--- src/rtl/router_pkg.sv ---
// router_pkg -- shared definitions for the router packet FIFO.
//   DATA_W_DEF     : default data word width (8)
//   HDR_BIT        : index of the header tag bit inside a stored word
//   tagged_word_t  : one stored FIFO entry, {hdr, data}
//   hdr_len()      : payload length field of a header byte, word[DATA_W-1:2]
package router_pkg;
  localparam int DATA_W_DEF = 8;
  localparam int HDR_BIT    = DATA_W_DEF;

  typedef struct packed {
    logic                  hdr;
    logic [DATA_W_DEF-1:0] data;
  } tagged_word_t;

  function automatic logic [DATA_W_DEF-3:0] hdr_len(input logic [DATA_W_DEF-1:0] word);
    return word[DATA_W_DEF-1:2];
  endfunction
endpackage

--- src/rtl/router_pkt_fifo_if.sv ---
// router_pkt_fifo_if -- write/read handshake and status bundle of the packet FIFO.
//   master : router side (drives write_enb, read_enb, lfd_state, data_in)
//   slave  : FIFO side (drives data_out, data_valid, flags, occupancy, pkt_remain, pkt_end)
// Optional feature macro: ROUTER_FIFO_ERR_EN adds sticky ovf_err / udf_err.
interface router_pkt_fifo_if
  import router_pkg::*;
#(
  parameter int DATA_W = DATA_W_DEF,
  parameter int DEPTH  = 16
);
  localparam int AW = $clog2(DEPTH);

  logic              write_enb;
  logic              read_enb;
  logic              lfd_state;
  logic [DATA_W-1:0] data_in;
  logic [DATA_W-1:0] data_out;
  logic              data_valid;
  logic              full;
  logic              empty;
  logic              almost_full;
  logic [AW:0]       occupancy;
  logic [DATA_W-2:0] pkt_remain;
  logic              pkt_end;
`ifdef ROUTER_FIFO_ERR_EN
  logic              ovf_err;
  logic              udf_err;

  modport master (
    output write_enb, read_enb, lfd_state, data_in,
    input  data_out, data_valid, full, empty, almost_full, occupancy,
           pkt_remain, pkt_end, ovf_err, udf_err
  );
  modport slave (
    input  write_enb, read_enb, lfd_state, data_in,
    output data_out, data_valid, full, empty, almost_full, occupancy,
           pkt_remain, pkt_end, ovf_err, udf_err
  );
`else
  modport master (
    output write_enb, read_enb, lfd_state, data_in,
    input  data_out, data_valid, full, empty, almost_full, occupancy,
           pkt_remain, pkt_end
  );
  modport slave (
    input  write_enb, read_enb, lfd_state, data_in,
    output data_out, data_valid, full, empty, almost_full, occupancy,
           pkt_remain, pkt_end
  );
`endif
endinterface

--- src/rtl/router_fifo_ptr.sv ---
// router_fifo_ptr -- FIFO pointer with wrap bit (AW+1 bits, wraps modulo 2*DEPTH).
//   clock, resetn : clock and asynchronous active-low reset
//   clr_i         : synchronous clear, takes priority over inc_i
//   inc_i         : advance pointer by one
//   ptr_o         : current pointer, MSB is the wrap bit
module router_fifo_ptr #(
  parameter int AW = 4
) (
  input  logic        clock,
  input  logic        resetn,
  input  logic        clr_i,
  input  logic        inc_i,
  output logic [AW:0] ptr_o
);
  localparam logic [AW:0] PTR_ONE = 1;

  logic [AW:0] ptr_q, ptr_d;

  always_comb begin
    ptr_d = ptr_q;
    if (clr_i)      ptr_d = '0;
    else if (inc_i) ptr_d = ptr_q + PTR_ONE;
  end

  always_ff @(posedge clock or negedge resetn) begin
    if (!resetn) ptr_q <= '0;
    else         ptr_q <= ptr_d;
  end

  assign ptr_o = ptr_q;
endmodule

--- src/rtl/router_pkt_fifo.sv ---
// router_pkt_fifo -- per-destination packet FIFO between the router register stage and
// one output port. Stores {header tag, data} words, tracks bytes left in the packet
// being read, and reports occupancy / almost-full.
//   clock      : rising-edge clock
//   resetn     : asynchronous active-low reset
//   soft_reset : synchronous flush, overrides reads and writes in its cycle
//   bus        : router_pkt_fifo_if.slave (write/read handshake, data, status)
// Optional feature macro: ROUTER_FIFO_ERR_EN -- sticky ovf_err (write while full) and
// udf_err (read while empty, or an untagged byte outside any packet).
// The stored word type comes from router_pkg, so DATA_W must equal DATA_W_DEF.
module router_pkt_fifo
  import router_pkg::*;
#(
  parameter int DATA_W    = DATA_W_DEF,
  parameter int DEPTH     = 16,
  parameter int AF_THRESH = DEPTH - 2
) (
  input logic               clock,
  input logic               resetn,
  input logic               soft_reset,
  router_pkt_fifo_if.slave  bus
);
  localparam int AW = $clog2(DEPTH);
  localparam logic [DATA_W-2:0] REM_ONE = 1;
  localparam logic [AW:0]       AF_LVL  = (AW+1)'(AF_THRESH);

  logic [AW:0]  wr_ptr, rd_ptr, occ;
  logic         empty, full, wr_acc, rd_acc;
  tagged_word_t mem_q [DEPTH];
  tagged_word_t rd_word;

  logic [DATA_W-1:0] data_out_q;
  logic              data_valid_q;
  logic [DATA_W-2:0] pkt_remain_q, pkt_remain_d;
  logic              pkt_end_q, pkt_end_d;
  logic              stray;

  // Status decoded from registered pointers only.
  assign empty  = (wr_ptr == rd_ptr);
  assign full   = (wr_ptr[AW] != rd_ptr[AW]) && (wr_ptr[AW-1:0] == rd_ptr[AW-1:0]);
  assign occ    = wr_ptr - rd_ptr;
  assign wr_acc = bus.write_enb && !full;
  assign rd_acc = bus.read_enb && !empty;

  router_fifo_ptr #(.AW(AW)) u_wr_ptr (
    .clock(clock), .resetn(resetn), .clr_i(soft_reset), .inc_i(wr_acc), .ptr_o(wr_ptr)
  );
  router_fifo_ptr #(.AW(AW)) u_rd_ptr (
    .clock(clock), .resetn(resetn), .clr_i(soft_reset), .inc_i(rd_acc), .ptr_o(rd_ptr)
  );

  // Storage is not reset; only pointers define what is valid.
  always_ff @(posedge clock) begin
    if (wr_acc && !soft_reset)
      mem_q[wr_ptr[AW-1:0]] <= '{hdr: bus.lfd_state, data: bus.data_in};
  end

  assign rd_word = mem_q[rd_ptr[AW-1:0]];

  // Packet byte counter: a header loads len+1 (payload plus parity byte).
  always_comb begin
    pkt_remain_d = pkt_remain_q;
    pkt_end_d    = 1'b0;
    stray        = 1'b0;
    if (rd_acc) begin
      if (rd_word.hdr) begin
        pkt_remain_d = {1'b0, hdr_len(rd_word.data)} + REM_ONE;
      end else if (pkt_remain_q != '0) begin
        pkt_remain_d = pkt_remain_q - REM_ONE;
        pkt_end_d    = (pkt_remain_q == REM_ONE);
      end else begin
        stray = 1'b1;
      end
    end
  end

  always_ff @(posedge clock or negedge resetn) begin
    if (!resetn) begin
      data_out_q   <= '0;
      data_valid_q <= 1'b0;
      pkt_remain_q <= '0;
      pkt_end_q    <= 1'b0;
    end else if (soft_reset) begin
      data_out_q   <= '0;
      data_valid_q <= 1'b0;
      pkt_remain_q <= '0;
      pkt_end_q    <= 1'b0;
    end else begin
      data_valid_q <= rd_acc;
      if (rd_acc) data_out_q <= rd_word.data;
      pkt_remain_q <= pkt_remain_d;
      pkt_end_q    <= pkt_end_d;
    end
  end

  assign bus.data_out    = data_out_q;
  assign bus.data_valid  = data_valid_q;
  assign bus.full        = full;
  assign bus.empty       = empty;
  assign bus.almost_full = (occ >= AF_LVL);
  assign bus.occupancy   = occ;
  assign bus.pkt_remain  = pkt_remain_q;
  assign bus.pkt_end     = pkt_end_q;

`ifdef ROUTER_FIFO_ERR_EN
  logic ovf_q, udf_q;

  always_ff @(posedge clock or negedge resetn) begin
    if (!resetn) begin
      ovf_q <= 1'b0;
      udf_q <= 1'b0;
    end else if (soft_reset) begin
      ovf_q <= 1'b0;
      udf_q <= 1'b0;
    end else begin
      if (bus.write_enb && full)                  ovf_q <= 1'b1;
      if ((bus.read_enb && empty) || stray)       udf_q <= 1'b1;
    end
  end

  assign bus.ovf_err = ovf_q;
  assign bus.udf_err = udf_q;
`else
  logic unused_stray;
  assign unused_stray = stray;
`endif
endmodule

--- src/flat_wrapper.sv ---
// flat-port wrapper written by rule: the top's interface ports become plain ports
module router_pkt_fifo_flat import router_pkg::*;
#(
  parameter int DATA_W    = DATA_W_DEF,
  parameter int DEPTH     = 16,
  parameter int AF_THRESH = DEPTH - 2
)
  (clock, resetn, soft_reset, bus_write_enb, bus_read_enb, bus_lfd_state, bus_data_in, bus_data_out, bus_data_valid, bus_full, bus_empty, bus_almost_full, bus_occupancy, bus_pkt_remain, bus_pkt_end);
  router_pkt_fifo_if #(.DATA_W(DATA_W), .DEPTH(DEPTH)) bus_i ();
  input logic clock;
  input logic resetn;
  input logic soft_reset;
  input wire logic [$bits(bus_i.write_enb)-1:0] bus_write_enb;
  input wire logic [$bits(bus_i.read_enb)-1:0] bus_read_enb;
  input wire logic [$bits(bus_i.lfd_state)-1:0] bus_lfd_state;
  input wire logic [$bits(bus_i.data_in)-1:0] bus_data_in;
  output wire logic [$bits(bus_i.data_out)-1:0] bus_data_out;
  output wire logic [$bits(bus_i.data_valid)-1:0] bus_data_valid;
  output wire logic [$bits(bus_i.full)-1:0] bus_full;
  output wire logic [$bits(bus_i.empty)-1:0] bus_empty;
  output wire logic [$bits(bus_i.almost_full)-1:0] bus_almost_full;
  output wire logic [$bits(bus_i.occupancy)-1:0] bus_occupancy;
  output wire logic [$bits(bus_i.pkt_remain)-1:0] bus_pkt_remain;
  output wire logic [$bits(bus_i.pkt_end)-1:0] bus_pkt_end;
  assign bus_i.write_enb = bus_write_enb;
  assign bus_i.read_enb = bus_read_enb;
  assign bus_i.lfd_state = bus_lfd_state;
  assign bus_i.data_in = bus_data_in;
  assign bus_data_out = bus_i.data_out;
  assign bus_data_valid = bus_i.data_valid;
  assign bus_full = bus_i.full;
  assign bus_empty = bus_i.empty;
  assign bus_almost_full = bus_i.almost_full;
  assign bus_occupancy = bus_i.occupancy;
  assign bus_pkt_remain = bus_i.pkt_remain;
  assign bus_pkt_end = bus_i.pkt_end;
  router_pkt_fifo #(.DATA_W(DATA_W), .DEPTH(DEPTH), .AF_THRESH(AF_THRESH)) u_core (.clock(clock), .resetn(resetn), .soft_reset(soft_reset), .bus(bus_i));
endmodule
--- config.mk ---
export PLATFORM = sky130hd
export DESIGN_NAME = router_pkt_fifo_flat
export DESIGN_NICKNAME = d
export VERILOG_FILES = /design/src/rtl/router_pkg.sv /design/src/rtl/router_pkt_fifo_if.sv /design/src/rtl/router_fifo_ptr.sv /design/src/rtl/router_pkt_fifo.sv /design/src/flat_wrapper.sv
export SDC_FILE = /design/constraint.sdc
export NUM_CORES = 1
export LEC_CHECK = 0
export ABC_AREA = 1
export ABC_CLOCK_PERIOD_IN_PS = 8300
export CAP_MARGIN = 20
export CELL_PAD_IN_SITES_DETAIL_PLACEMENT = 1
export CELL_PAD_IN_SITES_GLOBAL_PLACEMENT = 1
export CORE_UTILIZATION = 45
export CTS_CLUSTER_SIZE = 14
export DETAILED_ROUTE_END_ITERATION = 12
export PLACE_DENSITY_LB_ADDON = 0.12
export SYNTH_ARGS = -nofsm -noshare
export SYNTH_HDL_FRONTEND = slang
export SYNTH_SLANG_ARGS = --single-unit
export TNS_END_PERCENT = 1
--- constraint.sdc ---
create_clock -name clock -period 8.3 [get_ports clock]
set_input_delay 2.075 -clock clock [delete_from_list [all_inputs] [get_ports clock]]
set_output_delay 2.075 -clock clock [all_outputs]
set_load 0.02 [all_outputs]
==> summary.txt, run 1 <==
Status
  • Status: finished, final reports clean

Die
  • Die ar.: about 18000 µm²
  • Die Wd: roughly 130 µm
  • IO Count: 39
  • Initial Utilization: between 40% and 50%
  • Rows: 47
  • Die extent in y: between 100 and 150 µm
  • Core region area: between 15000 and 20000 µm²

Layout
  • Layout Area Growth over Synthesis: 14.1%
  • Fillers: about 1800
  • Core Util, Final: a little over half
  • Share of layout cells above drive strength 1: 8.99%
  • Count of nets after finishing: between 800 and 900
  • Antenna Cells: 0

STA
  • Worst Tran Pin Value: between 0.9 and 1 ns
  • Max-slew violation count: 0
  • Setup violators final: 0
  • Min Tclk post-route: 5.33 ns
  • Setup TNS: 0 ns
  • RSZ-0062 raised after global routing: false
  • Maximum clock frequency: approximately 0.19 GHz
  • Rel. slew slack: roughly two fifths
  • Setup Skew: around 0.011 ns
  • Final Cycle Share: 64.2%
  • Final hold violations: 0

CTS
  • H-tree Lvls: 4
  • Clock Path Buffers: 2
  • Post CTS Setup Buffer Count: 0
  • Reg clk slew, reported paths: roughly 0.07 ns
  • Cells resized by post-CTS repair: 0
  • CTS Sinks: roughly 170
  • TritonCTS clock tree: done
  • CTS Hold Buffers Added: 0
  • Clock root buffer: clkbuf_16
  • Worst skew pair latency: 0.43 ns
  • TritonCTS buffer count: 17

Min path
  • Min-delay src: u_core.bus.data_out[0]
  • Worst Hold End: u_core.bus.data_out[0]
  • Hold Crit Class: register to register
  • Worst Hold Depth: 2

Power and ir drop
  • Power share of the clock group: roughly 36%
  • Leak Pwr: 3.54 nW
  • VDD IR max: between 0.00015 and 0.0002 V
  • Combinational power share: between 20% and 30%
  • Switching share of power: 30.1%
  • Pwr dens: between 200 and 300 nW/µm²
  • Sw Pwr: about 0.7 mW
  • Internal power: between 1.5 and 2 mW
  • Share of power burned in registers: between 40% and 50%

Yosys
  • Post-Synth Simple-Gate Area: between 10% and 20%
  • Asr flop ratio synth: about 16%
  • Mux cell area share after synthesis: 0%
  • Post-Synth XOR/XNOR Area: less than 1%
  • Seq cells post-synth: between 150 and 200
  • Mapped Avg Cell Area: approximately 10 µm²
  • Post-synth cell types: 39
  • Synth Area in Adders: 2.35%
  • Main synth FF type: edfxtp_1
  • Compound-Gate Fraction of Synth Area: under 10%
  • Post-Syn Nets: a little under 800
  • Number of enable flip-flop cells after synthesis: 144
  • Synth Instances: approximately 740
  • Synthesized area: slightly below 8000 µm²
  • Largest family of logic cells by synthesized area: simple AND/OR/NAND/NOR gates
  • Sequential share of the synthesized area: approximately 64%
  • Synth warn: 0

Worst setup path
  • Reg-to-Reg Start: u_core.u_rd_ptr.ptr_o[1]
  • Worst Setup End Kind: primary output
  • Max Fanout on Critical Path: 44
  • Crit-path cells: buf_4 -> inv_2 -> ha_1 -> nand3_1 -> nand2_1 -> xor2_1 -> a31o_2 -> clkdlybuf4s50_1
  • CP required: a little over 6 ns
  • R2R Setup Slk: 4.61 ns
  • R2R Path End: u_core.mem_q[10][2]
  • Critical Path Start Type: register
  • Critical Path AT: around 3.3 ns
  • Critical path class: register to primary output
  • Top Family by Delay on Critical Path: buffers and inverters
  • WP depth: 8
  • CP max stage delay: 0.59 ns
  • Reg2reg path depth: 8
  • Buf/Inv on CP: 3
  • Cell with the largest stage delay on the worst path: clkdlybuf4s50_1

Drt
  • ANT nets after route: 0
  • Initial DRC Count: around 430
  • DRC violation count after routing: 0
  • Final wirelength: around 20 mm
  • Wire per inst: just under 20 µm
  • Via Count: roughly 5300
  • Vias per inst: ~5.3
  • Pre-antenna DRT Iters: 5

Global route
  • Vias in the first global route: between 5000 and 6000
  • First-pass GRT wire length: around 32 mm
  • Gr ovfl total: 0
  • All-Layer GR Usage: between 20% and 30%
  • Largest net degree at the start of global routing: between 70 and 80
  • Initial antenna violation count: 0

Flow run
  • Max cap viols: 0

Place
  • Number of I/O port buffers: 38
  • Gpl congestion: approximately 0.8
  • Post-DP HPWL: around 13 mm
[cell usage after synthesis (4+ instances only)]
master / n / area share (%)
ha_1: 13 / 2.1
inv_1: 69 / 3.3
dfrtp_1: 27 / 8.7
buf_2: 12 / 0.77
buf_6: 11 / 1.6
nand2_1: 195 / 9.4
buf_4: 4 / 0.39
nor2_1: 73 / 3.5
o21ai_1: 17 / 1.1
o22ai_1: 8 / 0.64
nor3_1: 9 / 0.58
nand3_1: 64 / 4.1
a21oi_1: 5 / 0.32
o21ai_0: 38 / 2.4
nor2_2: 4 / 0.32
xor2_1: 6 / 0.68
edfxtp_1: 144 / 56
inv_2: 6 / 0.29
nand2_2: 7 / 0.56
[final cells by class]
| type | count | area [µm²] | share of cell area [%] |
|---|---|---|---|
| Clock inverter | 15 | 186 | 2.11 |
| Tap cell | 220 | 275 | 3.11 |
| Multi-Input combinational cell | 465 | 2250 | 25.4 |
| Clock buffer | 17 | 425 | 4.80 |
| Inverter | 77 | 292 | 3.29 |
| Timing Repair Buffer | 45 | 430 | 4.86 |
| Sequential cell | 171 | 5000 | 56.5 |
[power groups by stage]
stage | sequential, mW | clock, mW | combinational (mW)
floorplan | 1.01 | 0 | 0.306
global placement | 0.994 | 0 | 0.465
detailed placement | 0.995 | 0 | 0.477
CTS | 0.977 | 0.841 | 0.482
global route | 0.981 | 0.872 | 0.530
finish | 0.977 | 0.831 | 0.477
[sequential cells by signal (all words and copies together), names as in the netlist]
register	flops
u_core.bus.pkt_remain	7
u_core.u_rd_ptr.ptr_o	5
u_core.bus.data_valid	1
u_core.bus.pkt_end	1
u_core.bus.data_out	8
u_core.mem_q	144
u_core.u_wr_ptr.ptr_o	5
[worst max-delay path by stage]
stage | startpoint | slack [ns] | end
floorplan | u_core.u_rd_ptr.ptr_o[1] | 4.15 | bus_almost_full
global placement | u_core.u_rd_ptr.ptr_o[1] | 3.50 | bus_almost_full
detailed placement | u_core.u_rd_ptr.ptr_o[1] | 3.42 | bus_almost_full
CTS | u_core.u_rd_ptr.ptr_o[1] | 2.91 | bus_almost_full
global route | u_core.u_rd_ptr.ptr_o[1] | 2.77 | bus_almost_full
finish | u_core.u_rd_ptr.ptr_o[1] | 2.97 | bus_almost_full
[cells in the final DEF (no fill, tap or decap), types with 4 or more instances in the layout]
master           count
o21ai_1             17
nor3_1               9
nor2_2               4
o22ai_1              8
xor2_1               6
buf_4                5
nand3_1             64
inv_2                6
edfxtp_1           144
clkbuf_16           17
inv_1               69
a21oi_1              5
nand2_1            195
ha_1                13
dfrtp_1             26
clkdlybuf4s50_1     38
o21ai_0             38
nand2_2              7
nor2_1              73
[logic make-up after synthesis]
family | after synthesis
AND/OR/NAND/NOR | 363
flip-flops | 171
buffers and inverters | 107
AO/OA/AOI/OAI | 80
adder cells (fa/ha/maj) | 14
XOR/XNOR | 8
[through the flow]
step           hold slack, ns  total power, mW  area, µm²  cells  setup WS (ns)
5_1_grt                 0.548             2.38       8860   1010           2.77
2_1_floorplan           0.518             1.32       7760    743           4.15
3_3_place_gp            0.494             1.46       8230    976           3.50
4_1_cts                 0.524             2.30       8850   1009           2.91
3_5_place_dp            0.508             1.47       8240    977           3.42
6_report                0.516             2.29       8860   1010           2.97
[metal layers]
layer,share of wire (%),global-route usage (%)
met5,0,0
met1,47,32.5
met4,1.5,7.07
met3,3.2,4.45
met2,49,39.6
[worst min-delay path: stages, from the launching register on]
cell     delay, ns
dfrtp_1       0.34
nand3_1       0.08
nand2_1       0.07
(Power assumes the default switching activity.)
==> run 2, diff against run 1 <==
--- a/config.mk
+++ b/config.mk
@@ -6,11 +6,11 @@
 export NUM_CORES = 1
 export LEC_CHECK = 0
 export ABC_AREA = 1
-export ABC_CLOCK_PERIOD_IN_PS = 8300
+export ABC_CLOCK_PERIOD_IN_PS = 4900
 export CAP_MARGIN = 20
 export CELL_PAD_IN_SITES_DETAIL_PLACEMENT = 1
 export CELL_PAD_IN_SITES_GLOBAL_PLACEMENT = 1
-export CORE_UTILIZATION = 45
+export CORE_UTILIZATION = 43
 export CTS_CLUSTER_SIZE = 14
 export DETAILED_ROUTE_END_ITERATION = 12
 export PLACE_DENSITY_LB_ADDON = 0.12
==> constraint.sdc (replaced) <==
create_clock -name clock -period 4.9 [get_ports clock]
set_input_delay 1.225 -clock clock [delete_from_list [all_inputs] [get_ports clock]]
set_output_delay 1.225 -clock clock [all_outputs]
set_load 0.02 [all_outputs]
==> run 2 against run 1 <==
Compared with the run above:
- first-iteration DRC count down 19%
- combinational power up 68%
- sequential share of layout area about the same
- clock skew up 0.0054 ns
- cell count up 1.1%
- worst hold slack about the same
- via count down 0.79%
- non-clock buffer count up 6
- power up 63%
- cell area about the same
- critical path depth down 1
- utilization down 2.4 points
- critical path type unchanged
- critical endpoint unchanged
- largest cell class unchanged
==> summary.txt, run 2 (synthesis gave the netlist of run 1 again) <==
Status
  • Status: finished, final reports clean

CTS
  • Post CTS Setup Buffer Count: 0
  • CTS Sinks: roughly 170
  • Clock Path Buffers: 2
  • Clock root buffer: clkbuf_16
  • H-tree Lvls: 4
  • CTS Hold Buffers Added: 0
  • Worst skew pair latency: 0.44 ns
  • Cells resized by post-CTS repair: 0
  • TritonCTS clock tree: done
  • TritonCTS buffer count: 17
  • Reg clk slew, reported paths: around 0.06 ns

STA
  • Setup Skew: 0.0161 ns
  • Final Cycle Share: ~87%
  • Max-slew violation count: 0
  • Setup violators final: 0
  • Min Tclk post-route: approximately 4.3 ns
  • RSZ-0062 raised after global routing: false
  • Rel. slew slack: a little under a third
  • Final hold violations: 0
  • Maximum clock frequency: roughly 0.23 GHz
  • Worst setup margin: 0.622 ns
  • Worst Tran Pin Value: roughly 1.0 ns
  • Setup TNS: 0 ns

Drt
  • Pre-antenna DRT Iters: 5
  • Via Count: between 5000 and 6000
  • DRC violation count after routing: 0
  • Initial DRC Count: 350
  • ANT nets after route: 0
  • Final wirelength: roughly 20 mm
  • Wire per inst: 19.5 µm
  • Vias per inst: 5.17

Global route
  • Initial antenna violation count: 1
  • Largest net degree at the start of global routing: between 50 and 60
  • Gr ovfl total: 0
  • First-pass GRT wire length: roughly 31 mm
  • All-Layer GR Usage: a little under a quarter
  • Vias in the first global route: between 5000 and 6000

Place
  • DP Worst Slack: about 1.1 ns
  • Number of I/O port buffers: 38
  • Gpl congestion: approximately 0.81
  • Post-DP HPWL: approximately 13 mm

Layout
  • Commonest non-fill, non-tap cell in the layout: nand2_1
  • Fillers: 1920
  • Max FFs per register: approximately 140
  • Layout Area Growth over Synthesis: 14.0%
  • Antenna Cells: 0
  • Count of nets after finishing: slightly above 800
  • Commonest cells after routing, fill and taps aside: 195 x nand2_1, 144 x edfxtp_1, 73 x nor2_1
  • Share of layout cells above drive strength 1: 9.42%

Die
  • Die extent in y: about 140 µm
  • Die ar.: 18600 µm²
  • Rows: 48
  • Core region area: ~17000 µm²
  • Initial Utilization: roughly 44%
  • Die Wd: between 100 and 150 µm
  • IO Count: 39

Worst setup path
  • Buf/Inv on CP: 2
  • R2R Setup Slk: around 1.4 ns
  • Cell with the largest stage delay on the worst path: dfrtp_1
  • CP required: ~3.7 ns
  • CP startpoint: u_core.u_rd_ptr.ptr_o[2]
  • Crit-path cells: inv_1 -> ha_1 -> nand3_1 -> nand2_1 -> xor2_1 -> a31o_2 -> clkdlybuf4s50_1
  • Reg2reg path depth: 7
  • CP max stage delay: 0.65 ns
  • Top Family by Delay on Critical Path: buffers and inverters
  • Worst Setup End Kind: primary output
  • CP endpoint: bus_almost_full
  • R2R Path End: u_core.mem_q[6][4]
  • Critical path class: register to primary output
  • Critical Path AT: 3.05 ns
  • Critical Path Start Type: register
  • WP depth: 7
  • Max Fanout on Critical Path: 14
  • Reg-to-Reg Start: u_core.u_rd_ptr.ptr_o[2]

Min path
  • Hold Crit Class: register to register
  • Min-delay src: u_core.bus.data_out[0]

Power and ir drop
  • Pwr dens: about 420 nW/µm²
  • VDD IR max: 0.000272 V
  • Leak Pwr: 3.53 nW

Flow run
  • Max cap viols: 0
-- run 2: cell types whose count changed in the layout (fill, tap and decap cells not counted), sizes merged --
cell / before / now
buf: 6 / 13
inv: 81 / 78
clkinvlp: 1 / 4
bufinv: 3 / 1
clkinv: 7 / 8
-- run 2: per-stage QoR --
stage	cell area, µm²	power [mW]	utilization, %	hold slack, ns	std cells
6_report	8850	3.73	50.6	0.516	1021
5_1_grt	8850	3.89	50.6	0.538	1021
4_1_cts	8850	3.76	50.6	0.524	1021
3_5_place_dp	8300	2.49	47.5	0.505	989
3_3_place_gp	8300	2.47	47.5	0.493	989
2_1_floorplan	7760	2.23	-	0.518	743
-- run 2: worst register-to-register path: stages, from the launching register on --
cell and delay [ns]:
dfrtp_1 0.65, inv_1 0.33, ha_1 0.43, nand4_1 0.21, o21ai_2 0.13, nor2_1 0.40, nand2_1 0.25, nor2_1 0.73
-- run 2: worst min path at each step --
stage | to | slack (ns) | cells after the start
after floorplan | u_core.u_wr_ptr.ptr_o[4] | 0.52 | 2
after global placement | u_core.bus.data_out[0] | 0.49 | 2
after detailed placement | u_core.bus.data_out[7] | 0.50 | 2
after CTS | u_core.bus.data_out[0] | 0.52 | 2
after global routing | u_core.bus.data_out[3] | 0.54 | 2
final | u_core.bus.data_out[0] | 0.52 | 2
-- run 2: power by group --
| group | switching (mW) | internal (mW) |
|---|---|---|
| Combinational | 0.524 | 0.277 |
| Sequential | 0.0341 | 1.62 |
| Clock | 0.577 | 0.700 |
| Total | 1.14 | 2.60 |
-- run 2: per-layer routing --
layer	track usage (%)	vias up	share of wire, %
met5	0	-	0
met4	7.65	0	1.4
met3	3.84	15	5.1
met2	38.9	95	50
met1	31.0	2612	44
li1	-	2560	-
-- run 2: final cells by class --
cell class | instances | area, µm² | area share, %
Inverter | 77 | 292 | 3.29
Clock inverter | 14 | 124 | 1.40
Clock buffer | 18 | 429 | 4.85
Multi-Input combinational cell | 465 | 2250 | 25.4
Tap cell | 225 | 282 | 3.18
Sequential cell | 171 | 5000 | 56.5
Timing Repair Buffer | 51 | 478 | 5.40
